File: src/rtl/decodificador_display_7segmentos_pkg.sv
`default_nettype none
// ============================================================================
// Module   : decodificador_display_7segmentos_pkg
// Purpose  : Segment table, idle/blank bus levels and counter sizing helper
// Revision : 1.0 - initial release
// ============================================================================
package decodificador_display_7segmentos_pkg;

  localparam logic [6:0] c_seg_apagado  = 7'b1111111;
  localparam logic [3:0] c_anodo_blanco = 4'b1111;

  // Active-low {g,f,e,d,c,b,a}, indexed by the hex value it displays
  localparam logic [6:0] c_tabla_segmentos [16] = '{
    7'b1000000, 7'b1111001, 7'b0100100, 7'b0110000,
    7'b0011001, 7'b0010010, 7'b0000010, 7'b1111000,
    7'b0000000, 7'b0010000, 7'b0001000, 7'b0000011,
    7'b1000110, 7'b0100001, 7'b0000110, 7'b0001110
  };

  function automatic int ancho_contador(input int max_valor);
    return (max_valor < 2) ? 1 : $clog2(max_valor + 1);
  endfunction

endpackage
`default_nettype wire

File: src/rtl/decodificador_display_7segmentos_hex.sv
`default_nettype none
// ============================================================================
// Module   : decodificador_segmentos_hex
// Purpose  : Active-low 7-segment pattern to hex nibble, with a valid flag
// Revision : 1.0 - initial release
// ============================================================================
module decodificador_segmentos_hex
  import decodificador_display_7segmentos_pkg::*;
(
  input  logic [6:0] i_segmentos,
  output logic [3:0] o_nibble,
  output logic       o_valido
);

  always_comb begin
    o_nibble = '0;
    o_valido = 1'b0;
    for (int i = 0; i < 16; i++) begin
      if (i_segmentos == c_tabla_segmentos[i]) begin
        o_nibble = 4'(i);
        o_valido = 1'b1;
      end
    end
  end

endmodule
`default_nettype wire

File: src/rtl/decodificador_display_7segmentos.sv
`default_nettype none
// ============================================================================
// Module   : decodificador_display_7segmentos
// Purpose  : Recovers the four hex digits from a multiplexed 7-segment bus
// Revision : 1.0 - initial release
// ============================================================================
module decodificador_display_7segmentos
  import decodificador_display_7segmentos_pkg::*;
#(
  parameter int P_ESTABLE = 4,
  parameter int P_TIMEOUT = 1024
) (
  input  logic       i_Reloj,
  input  logic       i_Reset,
  input  logic [6:0] i_Segmentos,
  input  logic [3:0] i_Anodo_4_Bits,
  output logic [3:0] o_Datos_0,
  output logic [3:0] o_Datos_1,
  output logic [3:0] o_Datos_2,
  output logic [3:0] o_Datos_3,
  output logic       o_Trama_Valida,
  output logic [3:0] o_Digitos_Vistos,
  output logic       o_Error_Segmento,
  output logic       o_Error_Anodo,
  output logic       o_Activo
);

  localparam int c_ancho_est = ancho_contador(P_ESTABLE);
  localparam int c_ancho_to  = ancho_contador(P_TIMEOUT);
  localparam logic [c_ancho_est-1:0] c_est_max    = c_ancho_est'(P_ESTABLE);
  localparam logic [c_ancho_est-1:0] c_est_acepta = c_ancho_est'(P_ESTABLE - 1);
  localparam logic [c_ancho_to-1:0]  c_to_max     = c_ancho_to'(P_TIMEOUT);
  localparam logic [c_ancho_to-1:0]  c_to_ultimo  = c_ancho_to'(P_TIMEOUT - 1);

  logic [6:0]             r_seg_s1, r_seg_s2;
  logic [3:0]             r_an_s1, r_an_s2;
  logic [10:0]            r_vec_prev;
  logic [c_ancho_est-1:0] r_cnt_est;
  logic [c_ancho_to-1:0]  r_cnt_to;
  logic [3:0]             r_sombra [4];
  logic [3:0]             r_datos  [4];
  logic [3:0]             r_vistos;
  logic                   r_trama, r_err_seg, r_err_an, r_activo;

  logic [10:0] w_vec;
  logic [3:0]  w_an_acep, w_nibble, w_vistos_sig;
  logic [1:0]  w_indice;
  logic        w_valido, w_acepta, w_un_bajo, w_varios;
  logic        w_digito_valido, w_timeout_llega;

  assign w_vec     = {r_an_s2, r_seg_s2};
  // r_vec_prev holds the vector that has been stable for r_cnt_est cycles
  assign w_an_acep = r_vec_prev[10:7];
  assign w_acepta  = (r_cnt_est == c_est_acepta);
  assign w_un_bajo = $onehot(~w_an_acep);
  assign w_varios  = (w_an_acep != c_anodo_blanco) && !w_un_bajo;

  decodificador_segmentos_hex u_hex (
    .i_segmentos (r_vec_prev[6:0]),
    .o_nibble    (w_nibble),
    .o_valido    (w_valido)
  );

  always_comb begin
    w_indice = '0;
    for (int k = 0; k < 4; k++) begin
      if (!w_an_acep[k]) w_indice = 2'(k);
    end
  end

  assign w_digito_valido = w_acepta && w_un_bajo && w_valido;
  assign w_timeout_llega = !w_digito_valido && (r_cnt_to == c_to_ultimo);

  // A digit set in the publication cycle survives the clear
  always_comb begin
    w_vistos_sig = r_vistos;
    if ((r_vistos == 4'b1111) || w_timeout_llega) w_vistos_sig = '0;
    if (w_digito_valido) w_vistos_sig[w_indice] = 1'b1;
  end

  always_ff @(posedge i_Reloj or negedge i_Reset) begin
    if (!i_Reset) begin
      r_seg_s1   <= c_seg_apagado;
      r_seg_s2   <= c_seg_apagado;
      r_an_s1    <= c_anodo_blanco;
      r_an_s2    <= c_anodo_blanco;
      r_vec_prev <= {c_anodo_blanco, c_seg_apagado};
      r_cnt_est  <= '0;
      r_cnt_to   <= '0;
      r_vistos   <= '0;
      r_trama    <= 1'b0;
      r_err_seg  <= 1'b0;
      r_err_an   <= 1'b0;
      r_activo   <= 1'b0;
      for (int k = 0; k < 4; k++) begin
        r_sombra[k] <= '0;
        r_datos[k]  <= '0;
      end
    end else begin
      r_seg_s1   <= i_Segmentos;
      r_seg_s2   <= r_seg_s1;
      r_an_s1    <= i_Anodo_4_Bits;
      r_an_s2    <= r_an_s1;
      r_vec_prev <= w_vec;

      if (w_vec != r_vec_prev)    r_cnt_est <= '0;
      else if (r_cnt_est != c_est_max) r_cnt_est <= r_cnt_est + 1'b1;

      if (w_digito_valido)        r_cnt_to <= '0;
      else if (r_cnt_to != c_to_max) r_cnt_to <= r_cnt_to + 1'b1;

      if (w_digito_valido)      r_activo <= 1'b1;
      else if (w_timeout_llega) r_activo <= 1'b0;

      if (w_digito_valido) r_sombra[w_indice] <= w_nibble;

      r_err_seg <= w_acepta && w_un_bajo && !w_valido;
      r_err_an  <= w_acepta && w_varios;

      r_trama <= (r_vistos == 4'b1111);
      if (r_vistos == 4'b1111) begin
        for (int k = 0; k < 4; k++) r_datos[k] <= r_sombra[k];
      end
      r_vistos <= w_vistos_sig;
    end
  end

  assign o_Datos_0        = r_datos[0];
  assign o_Datos_1        = r_datos[1];
  assign o_Datos_2        = r_datos[2];
  assign o_Datos_3        = r_datos[3];
  assign o_Trama_Valida   = r_trama;
  assign o_Digitos_Vistos = r_vistos;
  assign o_Error_Segmento = r_err_seg;
  assign o_Error_Anodo    = r_err_an;
  assign o_Activo         = r_activo;

endmodule
`default_nettype wire

File: config.mk
export PLATFORM = sky130hd
export DESIGN_NAME = decodificador_display_7segmentos
export DESIGN_NICKNAME = d
export VERILOG_FILES = /design/src/rtl/decodificador_display_7segmentos_pkg.sv /design/src/rtl/decodificador_display_7segmentos_hex.sv /design/src/rtl/decodificador_display_7segmentos.sv
export SDC_FILE = /design/constraint.sdc
export NUM_CORES = 1
export LEC_CHECK = 0
export BUFFER_PORTS_ARGS = -buffer_cell sky130_fd_sc_hd__buf_2
export CORE_ASPECT_RATIO = 0.8
export CORE_MARGIN = 2
export CORE_UTILIZATION = 35
export DETAILED_ROUTE_END_ITERATION = 8
export SYNTH_ARGS = -nofsm -noshare
export SYNTH_HDL_FRONTEND = slang
export SYNTH_HIERARCHICAL = 1
export SYNTH_SLANG_ARGS = --single-unit
File: constraint.sdc
create_clock -name i_Reloj -period 4.7 [get_ports i_Reloj]
set_clock_uncertainty 0.2 [all_clocks]
set_input_delay 0.47 -clock i_Reloj [delete_from_list [all_inputs] [get_ports i_Reloj]]
set_output_delay 0.47 -clock i_Reloj [all_outputs]
set_load 0.01 [all_outputs]
# Yosys cells after proc, flatten, opt, wreduce, memory -nomap -nowiden
# Index checks and enable logic that the tools add are counted.
[totals]
regBits = 87
mem_bits_ro = 0
mem_bits_rw = 0
out_inout_bits = 24
latch_bits = 0
elab_cells = 118
memories = 0
[classes]
div_mod_pow = 0
reduce_logical = 16
bitwise = 3
n_shift = 0
n_lt_le_gt_ge = 4
addsub = 5
muxes = 47
eq_ne = 23
multipliers = 0
[ops]
columns = ["op", "n"]
rows = [
  ["2-to-1 mux 4 bit", 11],
  ["== test 7 bit (second input constant)", 4],
  ["2-to-1 mux 11 bit", 2],
  ["== test 7 x 5 -> 1 bit (second input constant)", 3],
  ["== test 7 x 6 -> 1 bit (second input constant)", 3],
  ["2-to-1 mux 1 bit", 21],
  ["2-to-1 mux 3 bit", 6],
  ["bitwise mux 16 bit", 1],
  ["== test 7 x 2 -> 1 bit (second input constant)", 2],
  ["== test 7 x 4 -> 1 bit (second input constant)", 2],
  ["adder 11 x 1 -> 11 bit (second input constant)", 1],
  ["== test 11 x 10 -> 1 bit (second input constant)", 1],
  ["!= test 11 bit", 1],
  ["!= test 11 bit (second input constant)", 1],
  ["demux 4 bit (select 2 bit)", 1],
  ["logical AND 1 bit", 8],
  ["2-to-1 mux 2 bit", 4],
  ["== test 7 x 3 -> 1 bit (second input constant)", 1],
  ["zero test 7 bit", 1],
  ["nonzero test 2 bit", 3],
  ["adder 1 x 1 -> 2 bit", 2],
  ["== test 4 bit (second input constant)", 1],
  ["!= test 4 bit (second input constant)", 1],
  ["NOT 4 bit", 1],
  ["other kinds (14)", 16],
]

# Depth between registers and ports, before layout
# Gate-level depths: netlist of run 1.
[logic_depth]
ltp_word = 24
mapped_depth = 9

# Modules after synthesis
# The synthesis of run 1 kept the hierarchy.
[by_module_without_submodules]
columns = ["mod", "cells_per_inst", "instances", "seq_area_each_um2", "area_each_um2"]
rows = [
  ["decodificador_display_7segmentos", 239, 1, 2218.4, 3404.5],
  ["decodificador_segmentos_hex", 55, 1, 0.0, 336.6],
]

# Least setup slack after synthesis of run 1
# Ideal clock, no wire load.
[synth_timing]
path_type = "reg2reg"
start = "register r_vec_prev[8]"
end = "register r_sombra[4] (netlist bit)"
arrival_time_ps = 2297
stages_incl_launch_ff = 9
period_less_slack_ps = 2622
required_ps = 4375
setup_slack_ps = 2078
path_buffers = 1
cell_sequence = "dfstp_2 fa_1 inv_1 ha_1 ha_1 and4bb_2 buf_4 nand4_1 mux2_2"
[synth_between]
elab_chain_len = 9
elab_cells_between_ends = 16
cone_classes = "add/sub (2); order compare (2); eq/ne (1); mux (6); bitwise (2); reduce/logical (3)"
[synth_lines]
columns = ["item", "line", "source"]
rows = [
  ["from (decl)", "decodificador_display_7segmentos.sv:37", "logic [10:0] r_vec_prev;"],
  ["from (signal assigned)", "decodificador_display_7segmentos.sv:87", "r_vec_prev <= {c_anodo_blanco, c_seg_apagado};"],
  ["from (signal assigned)", "decodificador_display_7segmentos.sv:104", "r_vec_prev <= w_vec;"],
  ["2-to-1 mux 1 bit", "decodificador_display_7segmentos.sv:67", "if (!w_an_acep[k]) w_indice = 2'(k);"],
  ["2-to-1 mux 2 bit (2 in series)", "decodificador_display_7segmentos.sv:67", ""],
  ["NOT 2 -> 3 bit (not written as such)", "decodificador_display_7segmentos.sv:115", "if (w_digito_valido) r_sombra[w_indice] <= w_nibble;"],
  ["greater-or-equal comparator 3 bit (not written as such) / < comparator 3 x 1 -> 1 bit (equally long branches)", "decodificador_display_7segmentos.sv:115", ""],
  ["logical AND 1 bit (not written as such)", "decodificador_display_7segmentos.sv:115", ""],
  ["2-to-1 mux 4 bit (not written as such)", "decodificador_display_7segmentos.sv:115", ""],
  ["demux 4 bit (select 2 bit)", "decodificador_display_7segmentos.sv:115", ""],
  ["bitwise mux 16 bit", "decodificador_display_7segmentos.sv:115", ""],
  ["to (signal, indexed assignment)", "decodificador_display_7segmentos.sv:115", ""],
  ["to (decl)", "decodificador_display_7segmentos.sv:40", "logic [3:0] r_sombra [4];"],
]
# Several ways; a longest one is shown, not always the timed one.
# A chain may end at the register's enable or synchronous reset.

# Worst setup path in the final report of run 1
[layout_timing]
start = "register r_vec_prev[8]"
end = "register r_sombra[11] (netlist bit)"
# Same word-level chain as after synthesis.

==> impl_metrics.tcl, run 1 <==
set metrics [dict create \
    grt_pass1_wl_mm 11.6 \
    pre_cts_ws_ns 1.79 \
    ys_warn_count 6 \
    grt-ovfl-total 0 \
    leakagePower_nw 2.00 \
    drt-total-wl_mm 6.80 \
    intPower_mw 1.28 \
    num_antenna_cells 0 \
    required_ns 4.72 \
    post-route-period-util_pct 61.8 \
    pwr-share-seq_pct 49.6 \
    synth_edf_count 0 \
    postRouteAntennaNets 0 \
    clk_latency_ns 0.33 \
    fillCellCount 968 \
    stdcell_count 475 \
    cts.sinks 87 \
    initial_utilization_pct 36.2 \
    rsz0062_at_grt "no" \
    powerDensity_nw_per_um2 366 \
    io_buffers 36 \
    switching_power_mw 0.319 \
    setup_violations 0 \
    critPathCaptureType "register" \
    setup_tns_ns 0 \
    synth.distinct_cells 54 \
    ys.flop_type "dfrtp_1" \
    vdd_drop_max_uv 223 \
    sw_frac_of_total_pct 19.9 \
    synth_fp_nets 316 \
    clockRootBuffer "clkbuf_16" \
    fin_ws_ns 1.80 \
    grt_pass1_vias 2321 \
    finalMaxSlewViolations 0 \
    stdcell_area_um2 4380 \
    cts_htree_levels 3 \
    syn_area_um2 3740 \
    numCtsBuffers 9 \
    dp_cells 459 \
    critPathMaxFanout 10 \
    dpl-instance-area_um2 4050 \
    hold_path_class "in -> reg" \
    ios 37 \
    die_x_um 120 \
    vias_per_cell 5.08 \
    synthCells 294 \
    gp_congestion 0.800 \
    syn_to_final_growth_pct 17.0 \
    coreArea_um2 10300 \
    fin_crit_ns 2.90 \
    drt_iter0_markers 98 \
    die_y_um 96.5 \
    cts_tree "built" \
    fin_nets 352 \
    synth-seq-cells 87 \
    wl_per_cell_um 14.3 \
    seq_area_frac_synth_pct 59.3 \
    grt_max_degree 88 \
    cts_resized 0 \
    dp_hpwl_mm 4.66 \
    comb_power_share_pct 3.4 \
    post-synth-top-count-cell "dfrtp_1" \
    synth-async-reset-ratio_pct 100 \
    pwr-share-clk_pct 46.9 \
    tightest_slew_ns 1.06 \
    hold_ws_ns 0.0303 \
    cts.path.max_buffers 2 \
    yosys-top-cells-area "dfrtp_1, dfstp_2, mux2_2" \
    hold_viol_final 0 \
    yosysTopAreaCellShare_pct 36.1 \
    maxSlewHeadroom_pct 29.4 \
    antenna_found_initial 0 \
    cts_setup_buffers 0 \
    crit_type "reg -> reg" \
    syn_area_per_cell_um2 12.7 \
    fmax_mhz 344 \
    status "completed" \
    arrival_ns 2.92 \
    fin_total_pwr_mw 1.60 \
    drc 0 \
    drive_gt1_share_pct 36.7 \
    cts_hold_buf 0 \
    cts.clk_slew.worst_paths_ns 0.06 \
    startpoint_type "register" \
    dr.pass1.iters 5 \
    yosys.area.top_type "dfrtp_1" \
    row_count 33 \
    finish.utilization_pct 42.4 \
    die_area_um2 11500 \
    grt_util_all_layers_pct 13.3 \
    num_vias 2411 \
    drv_cap 0 \
    yosys-top-cells-count "dfrtp_1, dfstp_2, mux2_2, nand4_1, xnor2_1" \
]
## cells in the final DEF (no fill, tap or decap), types with 8 or more instances in the layout
cell type,netlist,final
buf_2,3,35
clkbuf_16,0,10
nor2_1,9,9
mux2_2,32,32
dfrtp_1,54,54
nor4_1,8,8
inv_1,13,13
a21oi_1,10,10
dfstp_2,33,33
nand2_1,13,13
nand4_1,16,16
ha_1,8,8
xnor2_1,14,14
## logic make-up after synthesis
kind of cell    share of synthesized area [%]
simple gates                             14.6
fa+ha+maj                                3.21
flops                                    59.3
buf+inv                                  2.91
compound gates                           6.52
xor+xnor                                 3.51
mux                                      9.90
## per-layer routing
metal	track usage, %	routed length (um)	up-vias
met4	6.76	128	0
met2	20.1	2960	60
met1	17.4	3390	1189
met5	0	0	-
met3	4.05	313	10
li1	-	-	1152
## flip-flops by register name, indices dropped and copies added, names as in the netlist, 7 cells and up
| name | flops |
|---|---|
| r_cnt_to | 11 |
| r_seg_s1 | 7 |
| r_vec_prev | 11 |
| r_sombra | 16 |
| r_seg_s2 | 7 |
## critical path, cell delays in order (launching register included)
cell      delay [ns]
dfstp_2         0.59
fa_1            0.42
inv_1           0.07
ha_1            0.15
ha_1            0.24
and4bb_2        0.41
nand4b_1        0.34
mux2_2          0.38
## layout make-up
class	instances	area, um2	share of cell area (%)
inverters	13	48.8	1.11
well taps	140	175	4.00
repair buffers	37	190	4.35
clock inverters	2	35.0	0.800
flip-flops and latches	87	2220	50.7
multi-input cells	182	1410	32.3
clock buffers	14	295	6.75
## power by group through the flow
stage	Combinational [mW]	Sequential, mW	Clock (mW)
2_1_floorplan	0.0380	0.797	0
3_3_place_gp	0.0553	0.806	0
3_5_place_dp	0.0564	0.808	0
4_1_cts	0.0567	0.795	0.783
5_1_grt	0.0646	0.798	0.811
6_report	0.0553	0.795	0.752
## path summary, 6_finish.rpt
check / startpoint / depth (start not counted) / slack [ns] / endpoint
setup / recovery: r_vec_prev[8]$_DFF_PN1_ / 7 / 1.80 / r_sombra[11]$_DFFE_PN0P_
setup reg to reg: r_vec_prev[8]$_DFF_PN1_ / 7 / 1.80 / r_sombra[11]$_DFFE_PN0P_
min in group asynchronous: i_Reset / 1 / 0.12 / o_Datos_2[0]$_DFFE_PN0P_
max in group asynchronous: i_Reset / 1 / 3.49 / r_cnt_est[2]$_DFFE_PN0P_
hold reg to reg: r_an_s1[0]$_DFF_PN1_ / 0 / 0.15 / r_an_s2[0]$_DFF_PN1_
hold / removal: i_Segmentos[5] / 1 / 0.03 / r_seg_s1[5]$_DFF_PN1_
No activity file was read; power rests on OpenSTA's default activity.
==> inputs of run 2 (changes only) <==
--- a/config.mk
+++ b/config.mk
@@ -5,6 +5,7 @@
 export SDC_FILE = /design/constraint.sdc
 export NUM_CORES = 1
 export LEC_CHECK = 0
+export ABC_AREA = 1
 export BUFFER_PORTS_ARGS = -buffer_cell sky130_fd_sc_hd__buf_2
 export CORE_ASPECT_RATIO = 0.8
 export CORE_MARGIN = 2
==> constraint.sdc (replaced) <==
create_clock -name i_Reloj -period 2.7 [get_ports i_Reloj]
set_clock_uncertainty 0.2 [all_clocks]
set_input_delay 0.27 -clock i_Reloj [delete_from_list [all_inputs] [get_ports i_Reloj]]
set_output_delay 0.27 -clock i_Reloj [all_outputs]
set_load 0.01 [all_outputs]
==> run 2 against run 1 <==
  * Combinational power is 130% higher
  * Flip-flop and latch count stayed put
  * Largest cell class unchanged
  * Die area rose by 1.9%
  * Power is 72% higher
  * Final cell count is 33% higher
  * First-iteration DRC count increased by 56%
  * Largest power group unchanged
==> impl_metrics.tcl, run 2 <==
set metrics [dict create \
    die_x_um 121 \
    post-synth-top-count-cell "nand2_1" \
    r2r_start "r_vec_prev[8]$_DFF_PN1_" \
    hold_end "r_seg_s2[4]$_DFF_PN1_" \
    yosysTopAreaCellShare_pct 35.4 \
    reg2reg_to "o_Digitos_Vistos[1]$_DFF_PN0_" \
    coreArea_um2 10800 \
    tightest_slew_ns 0.484 \
    post-route-period-util_pct 92.7 \
    wl_per_cell_um 10.9 \
    grt-ovfl-total 0 \
    synth_fp_nets 440 \
    status "completed" \
    stdcell_area_um2 4650 \
    seq_area_frac_synth_pct 58.2 \
    numCtsBuffers 9 \
    synthCells 418 \
    ios 37 \
    yosys-top-cells-area "dfrtp_1, dfstp_2, nand2_1" \
    finalMaxSlewViolations 0 \
    dr.pass1.iters 4 \
    dpl-instance-area_um2 4210 \
    fmax_mhz 400 \
    crit_type "reg -> reg" \
    drt_iter0_markers 153 \
    yosys.area.top_type "dfrtp_1" \
    io_buffers 36 \
    min_path_cells 0 \
    initial_utilization_pct 35.4 \
    rr_worst_depth 10 \
    critPathCaptureType "register" \
    fin_nets 503 \
    largest_reg_flops 16 \
    fin_crit_ns 2.50 \
    r2r_slack_ns 0.20 \
    synth_edf_count 0 \
    cts.clk_slew.worst_paths_ns 0.06 \
    cts_resized 0 \
    drt-total-wl_mm 6.88 \
    rsz0062_at_grt "no" \
    syn_to_final_growth_pct 22.0 \
    hold_start "r_seg_s1[4]$_DFF_PN1_" \
    critPathMaxFanout 7 \
    yosys-top-cells-count "nand2_1, dfrtp_1, inv_1, nor2_1, dfstp_2" \
    hold_viol_final 0 \
    grt_util_all_layers_pct 12.9 \
    ys_warn_count 6 \
    cts_htree_levels 3 \
    drc 0 \
    ys.flop_type "dfrtp_1" \
    die_area_um2 11800 \
    powerDensity_nw_per_um2 593 \
    hold_path_class "reg -> reg" \
    fin_total_pwr_mw 2.76 \
    maxSlewHeadroom_pct 67.7 \
    synth-async-reset-ratio_pct 100 \
    drv_cap 0 \
    final_cell_mix "nand2_1, dfrtp_1, inv_1" \
    hold_ws_ns 0.154 \
    grt_pass1_vias 2747 \
    pre_cts_ws_ns 0.173 \
    setup_tns_ns 0 \
    synth.distinct_cells 35 \
    postRouteAntennaNets 0 \
    arrival_ns 2.58 \
    dp_hpwl_mm 4.94 \
    fin_ws_ns 0.198 \
    synth-seq-cells 87 \
    die_y_um 97.4 \
    clk_latency_ns 0.34 \
    cts_tree "built" \
    syn_area_per_cell_um2 9.13 \
    gp_congestion 0.844 \
    vdd_drop_max_uv 364 \
    num_vias 2730 \
    clockRootBuffer "clkbuf_16" \
    syn_area_um2 3810 \
    row_count 34 \
    setup_violations 0 \
    required_ns 2.78 \
    drive_gt1_share_pct 23.7 \
    largestRegisters "r_sombra x16, r_cnt_to x11, r_vec_prev x11" \
    grt_max_degree 40 \
    cts.sinks 87 \
    vias_per_cell 4.33 \
    cts.path.max_buffers 2 \
    regMostFlops "r_sombra" \
    final_common_cell "nand2_1" \
    grt_pass1_wl_mm 12.1 \
    leakagePower_nw 2.39 \
    antenna_found_initial 0 \
    num_antenna_cells 0 \
    startpoint_type "register" \
]
[run 2: repair_timing]
item	CTS	global route
hold buffers	12	0
hold endpoints to repair	18	0
endpoints found under the setup margin	0	1
buffers inserted	0	2
[run 2: how the worst max path moves through the flow]
stage                                        start                       endpoint  slack, ns  cells after the start
final                      r_vec_prev[8]$_DFF_PN1_  o_Digitos_Vistos[1]$_DFF_PN0_       0.20                     10
after global routing       r_vec_prev[8]$_DFF_PN1_        r_sombra[3]$_DFFE_PN0P_       0.02                     10
after CTS                  r_vec_prev[8]$_DFF_PN1_       r_sombra[12]$_DFFE_PN0P_       0.16                     10
after detailed placement   r_vec_prev[8]$_DFF_PN1_        r_sombra[3]$_DFFE_PN0P_       0.17                     10
after global placement     r_vec_prev[8]$_DFF_PN1_        r_sombra[5]$_DFFE_PN0P_       0.21                     10
after floorplan           r_vec_prev[10]$_DFF_PN1_       r_sombra[10]$_DFFE_PN0P_       0.31                     10
[run 2: cells by family after synthesis]
group / after synthesis / share of synthesized area (%)
AO/OA/AOI/OAI: 24 / 3.28
XOR/XNOR: 6 / 1.38
adder cells (fa/ha/maj): 9 / 3.15
buffers and inverters: 60 / 6.36
flip-flops: 87 / 58.2
AND/OR/NAND/NOR: 232 / 27.7
[run 2: metal layers]
layer / part of all wire (%) / wire length [um] / vias to the layer above / global-route usage (%)
met5: 0 / 0 / - / 0
met4: 1.1 / 76 / 0 / 4.20
met3: 4.7 / 323 / 10 / 4.46
met2: 43 / 2970 / 64 / 19.9
met1: 51 / 3510 / 1237 / 17.0
li1: - / - / 1419 / -
[run 2: layout make-up]
cell class	count	area, um2
tap	144	180
multi-input combinational	271	1350
inverter	56	215
fill	1039	6110
clock buffer	13	272
clock inverter	3	40.0
sequential	87	2220
timing repair buffer	56	375
[run 2: metrics by stage]
| stage | instances | utilization (%) |
|---|---|---|
| 6_report | 630 | 43.2 |
| 5_1_grt | 630 | 43.2 |
| 4_1_cts | 628 | 43.1 |
| 3_5_place_dp | 600 | 39.1 |
| 3_3_place_gp | 600 | 39.1 |
| 2_1_floorplan | 418 | - |
[run 2: where the power goes]
part	internal [mW]	total, mW	switching (mW)
combinational	0.0513	0.127	0.0760
sequential	1.35	1.37	0.0192
clock	0.795	1.26	0.468
total	2.20	2.76	0.563
[run 2: worst max-delay path, stage by stage (launching register included)]
cell and delay [ns]:
dfstp_2 0.57, fa_1 0.41, inv_1 0.06, ha_1 0.13, ha_1 0.24, nor2_2 0.16, nand4_4 0.21, buf_4 0.22
nand3_2 0.10, nand3_1 0.08, nand2_1 0.07
==> inputs of run 3 (changes only) <==
--- a/config.mk
+++ b/config.mk
@@ -10,6 +10,7 @@
 export CORE_ASPECT_RATIO = 0.8
 export CORE_MARGIN = 2
 export CORE_UTILIZATION = 35
+export CTS_BUF_LIST = sky130_fd_sc_hd__clkbuf_8
 export DETAILED_ROUTE_END_ITERATION = 8
 export SYNTH_ARGS = -nofsm -noshare
 export SYNTH_HDL_FRONTEND = slang
==> constraint.sdc (replaced) <==
create_clock -name i_Reloj -period 2.45 [get_ports i_Reloj]
set_clock_uncertainty 0.2 [all_clocks]
set_input_delay 0.245 -clock i_Reloj [delete_from_list [all_inputs] [get_ports i_Reloj]]
set_output_delay 0.245 -clock i_Reloj [all_outputs]
set_load 0.01 [all_outputs]
==> run 3 against run 2 <==
  * Worst hold slack got worse by 0.018 ns
  * Global-route usage barely moved
  * Final cell count rose by 0.63%
  * Critical path type unchanged
==> impl_metrics.tcl, run 3 (synthesis results as in run 2) <==
set metrics [dict create \
    status "completed" \
    finish.utilization_pct 42.9 \
    die_area_um2 11800 \
    pwr-share-clk_pct 38.0 \
    reg2reg_to "r_sombra[10]$_DFFE_PN0P_" \
    fin_total_pwr_mw 2.69 \
    num_vias 2797 \
    dpl-instance-area_um2 4230 \
    critPathCaptureType "register" \
    r2r_slack_ns 0.006 \
    switching_power_mw 0.627 \
    cts.sinks 87 \
    cts_tree "built" \
    num_antenna_cells 0 \
    largestRegisters "r_sombra x16, r_cnt_to x11, r_vec_prev x11" \
    drt_iter0_markers 147 \
    drive_gt1_share_pct 26.1 \
    cts.clk_slew.worst_paths_ns 0.09 \
    required_ns 2.52 \
    grt-ovfl-total 0 \
    fin_nets 507 \
    final_common_cell "nand2_1" \
    critPathMaxFanout 7 \
    rr_worst_depth 10 \
    regMostFlops "r_sombra" \
    comb_power_share_pct 6.0 \
    post-route-period-util_pct 99.7 \
    drt-total-wl_mm 6.84 \
    cts.path.max_buffers 2 \
    die_y_um 97.4 \
    startpoint "r_vec_prev[8]$_DFF_PN1_" \
    largest_reg_flops 16 \
    startpoint_type "register" \
    initial_utilization_pct 35.4 \
    dr.pass1.iters 4 \
    cts_htree_levels 3 \
    tightest_slew_ns 0.387 \
    antenna_found_initial 0 \
    hold_viol_final 0 \
    drc 0 \
    stdcell_area_um2 4620 \
    crit_type "reg -> reg" \
    grt_util_all_layers_pct 12.9 \
    arrival_ns 2.51 \
    r2r_start "r_vec_prev[8]$_DFF_PN1_" \
    powerDensity_nw_per_um2 582 \
    leakagePower_nw 2.36 \
    row_count 34 \
    postRouteAntennaNets 0 \
    grt_max_degree 36 \
    drv_cap 0 \
    gp_congestion 0.857 \
    vias_per_cell 4.41 \
    dp_hpwl_mm 4.93 \
    coreArea_um2 10800 \
    die_x_um 121 \
    pwr-share-seq_pct 56.0 \
    grt_pass1_vias 2725 \
    vdd_drop_max_uv 396 \
    intPower_mw 2.06 \
    wl_per_cell_um 10.8 \
    rsz0062_at_grt "yes" \
    endpoint "r_sombra[10]$_DFFE_PN0P_" \
    fin_crit_ns 2.44 \
    fmax_mhz 409 \
    io_buffers 36 \
    numCtsBuffers 9 \
    clk_latency_ns 0.36 \
    finalMaxSlewViolations 0 \
    hold_path_class "in -> async" \
    ios 37 \
    syn_to_final_growth_pct 21.0 \
    sw_frac_of_total_pct 23.4 \
    grt_pass1_wl_mm 12.0 \
    final_cell_mix "nand2_1, dfrtp_1, inv_1" \
    maxSlewHeadroom_pct 74.2 \
    setup_violations 0 \
    clockRootBuffer "clkbuf_8" \
    fillCellCount 1047 \
]
## run 3: cell types whose count changed in the layout (fill, tap and decap cells not counted), moves of 3 or more
cell	previous run	this run
buf_4	8	11
clkbuf_16	10	0
clkbuf_8	1	10
nand2_1	134	131
nand2_2	3	6
## run 3: power by group through the flow
stage	Combinational (mW)	Clock [mW]	Sequential (mW)
after floorplan	0.0672	0	1.53
after global placement	0.130	0	1.53
after detailed placement	0.132	0	1.53
after CTS	0.156	1.07	1.51
after global routing	0.182	1.14	1.51
final	0.160	1.02	1.51
## run 3: final cells by class
class | instances | area (um2) | share of cell area, %
repair buffers | 60 | 409 | 8.86
clock inverters | 6 | 67.6 | 1.46
well taps | 144 | 180 | 3.90
multi-input cells | 271 | 1390 | 30.1
inverters | 56 | 215 | 4.66
clock buffers | 10 | 138 | 2.98
flip-flops and latches | 87 | 2220 | 48.0
## run 3: routing by layer
metal  part of all wire (%)  wire (um)  GRT usage, %
met4                    1.2         81          5.19
met1                     48       3290          16.7
met3                    5.4        370          3.87
met2                     45       3100          20.2
met5                      0          0             0
## run 3: how the worst min path moves through the flow
stage / to
after floorplan: o_Activo$_DFFE_PN0P_
after global placement: r_cnt_est[1]$_DFFE_PN0P_
after detailed placement: r_cnt_est[1]$_DFFE_PN0P_
after CTS: r_cnt_est[1]$_DFFE_PN0P_
after global routing: r_an_s2[0]$_DFF_PN1_
final: r_cnt_est[1]$_DFFE_PN0P_
## run 3: through the flow
step           setup WS (ns)  std cells  hold WS, ns    TNS, ns
2_1_floorplan         0.0638        418       -0.251          0
6_report             0.00639        634        0.137          0
4_1_cts            -0.000480        631        0.125  -0.000480
3_5_place_dp         -0.0594        603      0.00141     -0.847
3_3_place_gp         -0.0139        603    -0.000556    -0.0549
5_1_grt               -0.128        634        0.162      -1.97
## run 3: worst max-delay path, cell delays in order (launching register included)
cell     delay (ns)
dfstp_2        0.55
fa_1           0.40
inv_1          0.07
ha_2           0.18
ha_4           0.21
nor2_4         0.10
nand4_4        0.21
nor2_4         0.26
inv_2          0.07
nand2_1        0.06
nand2_1        0.04
## run 3: repair_timing
item / CTS / global route
hold endpoints to repair: 49 / 0
hold buffers: 12 / 0
resized for setup: 3 / 8
buffers inserted: 0 / 3
pin swaps: 2 / 6
setup endpoints to repair: 28 / 32
